--- config.mk ---
export PLATFORM = sky130hd
export DESIGN_NAME = back_end_mc
export DESIGN_NICKNAME = d
export VERILOG_FILES = /design/src/rtl/back_end_mc.sv
export SDC_FILE = /design/constraint.sdc
export NUM_CORES = 1
export LEC_CHECK = 0
export BUFFER_PORTS_ARGS = -buffer_cell sky130_fd_sc_hd__buf_2
export CAP_MARGIN = 20
export CELL_PAD_IN_SITES_DETAIL_PLACEMENT = 1
export CELL_PAD_IN_SITES_GLOBAL_PLACEMENT = 2
export CORE_MARGIN = 1
export CORE_UTILIZATION = 32
export DETAILED_ROUTE_END_ITERATION = 7
export PLACE_DENSITY_LB_ADDON = 0.1
export SYNTH_ARGS = -nofsm -noshare
export SYNTH_HDL_FRONTEND = slang
export SYNTH_SLANG_ARGS = --single-unit
--- constraint.sdc ---
create_clock -name aclk -period 4 [get_ports aclk]
set_input_delay 0.4 -clock aclk [delete_from_list [all_inputs] [get_ports aclk]]
set_output_delay 0.4 -clock aclk [all_outputs]
set_load 0.1 [all_outputs]
--- src/rtl/back_end_mc.sv ---
// back_end_mc: multi-channel length-driven result write controller
// ports: aclk/reset (sync, active-high); start+len begin a run from IDLE;
// wr per-channel strobes -> en/wren/addr; ch_done per channel; full in IDLE;
// done in DONE (held until ack when DONE_HOLD=1); err sticky overrun flag
module back_end_mc #(
  parameter int NCH = 2,
  parameter int CNT_W = 16,
  parameter int DONE_HOLD = 1
) (
  input  logic                 aclk,
  input  logic                 reset,
  input  logic                 start,
  input  logic [NCH*CNT_W-1:0] len,
  input  logic [NCH-1:0]       wr,
  input  logic                 ack,
  output logic [NCH-1:0]       en,
  output logic [NCH-1:0]       wren,
  output logic [NCH*CNT_W-1:0] addr,
  output logic [NCH-1:0]       ch_done,
  output logic                 full,
  output logic                 done,
  output logic                 err
);
  typedef enum logic [1:0] {IDLE, WORK, DONE} state_t;
  state_t state, state_nxt;
  logic [NCH*CNT_W-1:0] len_q, cnt, cnt_nxt;
  logic [NCH-1:0] acc, fin;
  genvar i;
  for (i = 0; i < NCH; i++) begin : g_ch
    assign ch_done[i] = state != IDLE && cnt[i*CNT_W +: CNT_W] == len_q[i*CNT_W +: CNT_W];
    assign acc[i] = state == WORK && wr[i] && !ch_done[i];
    assign cnt_nxt[i*CNT_W +: CNT_W] = cnt[i*CNT_W +: CNT_W] + CNT_W'(acc[i]);
    // completion is judged on the count after this cycle's increments
    assign fin[i] = cnt_nxt[i*CNT_W +: CNT_W] == len_q[i*CNT_W +: CNT_W];
  end
  always_comb begin
    state_nxt = state == IDLE ? (start ? WORK : IDLE) :
                state == WORK ? (&fin ? DONE : WORK) :
                state == DONE ? ((DONE_HOLD == 0 || ack) ? IDLE : DONE) : IDLE;
  end
  always_ff @(posedge aclk) begin
    if (reset) begin
      state <= IDLE;
      len_q <= '0;
      cnt <= '0;
      err <= 1'b0;
    end else begin
      state <= state_nxt;
      if (state == IDLE && start) begin
        len_q <= len;
        cnt <= '0;
        err <= 1'b0;
      end else begin
        cnt <= cnt_nxt;
        if (|(wr & ch_done)) err <= 1'b1;
      end
    end
  end
  assign en = acc;
  assign wren = acc;
  assign addr = cnt;
  assign full = state == IDLE;
  assign done = state == DONE;
endmodule

Word level (Yosys, flattened, before mapping)
Cells that the tools add are included.
Widths: inputs -> output; s select.
{"block": "classes", "add_sub_neg": 2, "n_eq_ne": 6, "mux": 6, "n_bitwise": 1, "reduce_logical": 14}
{"cell": "$eq 16x16->1", "count": 4}
{"cell": "$add 16x1->16", "count": 2}
{"cell": "$mux 2", "count": 5}
{"cell": "$logic_and 1x1->1", "count": 7}
{"cell": "$reduce_or 2->1", "count": 2}
{"cell": "$and 2x2->2", "count": 1}
{"cell": "$eq 2x1->1 const B", "count": 1}
{"cell": "$eq 2x2->1 const B", "count": 1}
{"cell": "$logic_not 1->1", "count": 2}
{"cell": "$logic_not 2->1", "count": 1}
{"cell": "$reduce_and 2->1", "count": 1}
{"cell": "$reduce_bool 2->1", "count": 1}
{"cell": "$mux 1", "count": 1}
{"block": "totals", "reg_bits": 67, "in_bits": 38, "output_inout_bits": 41, "elab_cells": 33}

Depth between registers and ports, before layout
{"block": "depth", "depth_word": 10, "mapped_depth": 16, "mapped_depth_nobuf": 15}

Worst setup path before layout
Ideal clock, no wire load.
{"block": "synth_path", "path_kind": "register to register", "from": "reg state[1]", "to": "reg state[0]", "arrival_time_ns": 7.879, "required_ns": 3.885, "setup_slack_ns": -3.993, "stages_incl_launch_ff": 13, "n_path_buf": 0, "path_cell_list": "dfxtp_1 > nor2_1 > nor4_1 > and3_1 > nor4bb_1 > ha_1 > nand4_1 > or4_1 > xor2_1 > o2111ai_1 > a211oi_2 > nand3_1 > o21a_1"}
{"item": "start: declaration", "line_no": "25", "rtl": "state_t state, state_nxt;"}
{"item": "start signal: assignment", "line_no": "48", "rtl": "state <= state_nxt;"}
{"item": "$logic_not 2->1"}
{"item": "via full", "line_no": "20", "rtl": "output logic full,"}
{"item": "$mux 2", "line_no": "37", "rtl": "state_nxt = state == IDLE ? (start ? WORK : IDLE) :"}
The timed path passes the listed nets, and every way through them passes these cells.
A chain may end at the register's enable or synchronous reset.

Worst setup path in the final report
{"block": "layout_path", "from": "reg len_q[31]", "to": "reg state[0]"}
{"block": "layout_between", "elab_chain_cells": 10}
{"item": "start: declaration", "line_no": "26", "rtl": "logic [NCH*CNT_W-1:0] len_q, cnt, cnt_nxt;"}
{"item": "start signal: assignment", "line_no": "50", "rtl": "len_q <= len;"}
{"item": "$eq 16x16->1", "line_no": "30", "rtl": "assign ch_done[i] = state != IDLE && cnt[i*CNT_W +: CNT_W] == len_q[i*CNT_W +: CNT_W];"}
{"item": "$logic_and 1x1->1", "line_no": "30"}
{"item": "$logic_not 1->1", "line_no": "31", "rtl": "assign acc[i] = state == WORK && wr[i] && !ch_done[i];"}
{"item": "$logic_and 1x1->1", "line_no": "31"}
{"item": "$add 16x1->16", "line_no": "32", "rtl": "assign cnt_nxt[i*CNT_W +: CNT_W] = cnt[i*CNT_W +: CNT_W] + CNT_W'(acc[i]);"}
{"item": "via cnt_nxt[17]", "line_no": "26"}
{"item": "$eq 16x16->1", "line_no": "34", "rtl": "assign fin[i] = cnt_nxt[i*CNT_W +: CNT_W] == len_q[i*CNT_W +: CNT_W];"}
{"item": "$reduce_and 2->1", "line_no": "38", "rtl": "state == WORK ? (&fin ? DONE : WORK) :"}
{"item": "$mux 2 (2 in series)", "line_no": "38"}
{"item": "$mux 2", "line_no": "37"}
The timed path passes the listed nets, and every way through them passes these cells.

==> impl_results.md <==
- Die H: 109 um
- Met1 usage: 0.325
- Layout cell share with drive strength beyond 1: 0.311
- Netlist cell types: 57
- Final hold vios: 0
- Max Cap Viol: 0
- Post-DRT Antenna Nets: 0
- Grt ovf: 0
- GRT met3 Usage: 0.0302
- Initial antenna violation count: 0
- Crit path time final: 3.80 ns
- Clock root buffer master: clkbuf_16
- Dpl ws: 0.240 ns
- Crit Path Max Fanout: 5
- Final instance area: 4670 sq um
- Endpoint class of the critical path: register
- Clock skew: 0.00254 ns
- Final slew viol count: 0
- Number of flops mapped to enable cells by yosys: 0
- Predominant post-synthesis flop cell: dfxtp_1
- Placed cell areas: 4310 sq um
- Post-Synthesis Cells: 446
- Static leakage: 1.94 nW
- Via density: 5.09
- Worst-Margin Slew: 0.743 ns
- First-pass GRT wire length: 19.3 mm
- CTS max path bufs: 2
- FP Rows: 38
- Slew headroom: 0.505
- Period Utilization, post-route: 0.951
- DRC viols: 0
- Port Buffers: 78
- GRT Max-Usage Layer: met1
- Total chip power: 1.90 mW
- Mapped Avg Cell Area: 8.26 sq um
- Ant diodes: 0
- Total Neg Setup Slack: 0 ns
- Final setup margin: 0.196 ns
- FMAX: 263 MHz
- Starting DRC count in detailed routing: 120
- Routed wire length: 12.0 mm
- DR vias: 3346
- CTS Buf Count: 9
- Clock slew at reported path FFs: 0.06 ns
- I/O Pins: 79
- Hold bufs inserted after CTS: 0
- Kind of critical path: reg2reg
- Nets: 555
- RSZ-0062 raised after global routing: false
- Core box area: 11000 sq um
- Vias in the first global route: 3452
- Routability cong.: 0.816
- Met2 GRT Util: 0.315
- CTS tree: yes
- Status: finished, final reports clean
- Maximum VDD drop: 171 uV
- Yosys Warn Count: 0
- Final setup vio count: 0
- Clk Latency, worst-skew pair: 0.34 ns
- Overall global routing resource usage: 0.218
- Top-area cell type share of the netlist area: 0.364
- Area of the multi-input gates: 2270 sq um
- Largest area contributor in the netlist: dfxtp_1
- Crit start category: register
- Syn_nets: 488
- Sequential standard cell area: 1430 sq um
- Sequential-to-total area share from yosys stat: 0.364
- Worst Path Required: 4.23 ns
- Dpl hpwl: 9.08 mm
- Largest net degree at the start of global routing: 37
- Mapped cell area: 3690 sq um
- Top post-synthesis cells by area: dfxtp_1 36%, xor2_1 9.7%, xnor2_1 8.6%
- Register bit total from synthesis: 67
- First-pass DRT Iterations: 6
- H-Tree Depth: 3
- Fill count: 1339
- Clk sinks: 67
- Power Dens Cells: 406 nW/um^2
- Chip Width: 109 um
- Drt wl/cell: 18.3 um
- Layout overhead on the synthesized area: 26.8%
- Arrival time worst endpoint: 4.04 ns
- Initial core utilization: 0.334
- Die ar.: 12000 sq um
- Hold WC Path Type: in2reg
- Async SR Flop Fraction: 0
- Postcts setup bufs: 0
cell families (layout without fill, tap and decap cells):
group | Yosys count | count (layout) | synth area share
AO/OA/AOI/OAI | 60 | 60 | 0.0974
XOR/XNOR | 77 | 77 | 0.183
adder cells (fa/ha/maj) | 4 | 4 | 0.0136
buffers and inverters | 32 | 104 | 0.0482
flip-flops | 67 | 67 | 0.364
multiplexers | 1 | 1 | 0.00272
AND/OR/NAND/NOR | 205 | 205 | 0.291
worst paths after layout:
| check | startpoint | endpoint | slack, ns | depth (start not counted) |
|---|---|---|---|---|
| worst max register to register | len_q[31] | state[0] | 0.20 | 15 |
| worst min-delay path | len[8] | len_q[8] | 0.30 | 3 |
| worst min register to register | len_q[14] | len_q[14] | 0.47 | 2 |
| worst max-delay path | len_q[31] | state[0] | 0.20 | 15 |
metal layers:
layer | wire (um) | up-vias
met5 | 0 | -
met4 | 173 | 0
met3 | 455 | 11
met2 | 5180 | 69
met1 | 6240 | 1620
li1 | - | 1646
power breakdown:
group	total (mW)	internal (mW)	leakage, nW	switching, mW
logic	0.234	0.0801	1.19	0.154
clock network	0.957	0.647	0.178	0.311
registers	0.704	0.678	0.567	0.0260
area by class of cell:
type	instances	area share
Sequential cell	67	0.305
Tap cell	140	0.0375
Inverter	6	0.00482
Clock inverter	6	0.0233
Multi-Input combinational cell	347	0.486
Timing Repair Buffer	82	0.0899
Clock buffer	10	0.0535
flip-flops by register name, indices dropped and copies added, names as in the netlist:
signal,flops
addr,32
len_q,32
state,2
err,1
cells in the mapped netlist, drive strengths merged, types with 9 or more instances:
library cell	count
clkbuf	17
nand2	82
a21oi	38
xor2	41
nor4	14
dfxtp	67
xnor2	36
nand3	12
nor2	41
nor3	9
nand4	12
buf	9
worst max-delay path, stage by stage (launching register included):
cell	delay (ns)
dfxtp_1	0.35
xor2_2	0.22
nor4_1	0.39
nand2_1	0.11
a2111o_1	0.34
nor4_4	0.41
nor4bb_4	0.12
ha_2	0.25
ha_4	0.23
xor2_1	0.14
nor3_1	0.16
nand4_1	0.15
nor4_1	0.28
and4b_1	0.25
nand3_1	0.10
o21a_1	0.19
layout by cell type, fill, tap and decap left out, types with 3 or more instances in the layout:
cell type,n
nand4_1,10
buf_2,78
a21oi_1,38
o21ai_0,6
xor2_1,39
nand2_1,82
xnor2_1,36
bufinv_16,3
nor4_4,3
nor3_1,6
nor3_2,3
clkbuf_16,10
nand3_2,3
buf_4,4
nor4_1,9
or3_1,3
dfxtp_4,18
dfxtp_2,15
nor2b_1,4
nand2b_1,4
dfxtp_1,34
inv_1,6
nand3_1,9
nor2_1,40
and3_4,3
and2_1,6
through the flow:
stage / util / std cells / hold WS, ns
final: 0.424 / 658 / 0.297
after floorplan: - / 446 / 0.448
after global routing: 0.424 / 658 / 0.306
after detailed placement: 0.391 / 642 / 0.463
after global placement: 0.391 / 642 / 0.458
after CTS: 0.423 / 658 / 0.290
repair_timing:
item | CTS | global route
gates resized for setup | 0 | 1
hold endpoints to repair | 0 | 0
setup endpoints to repair | 0 | 1
(Power assumes the default switching activity.)
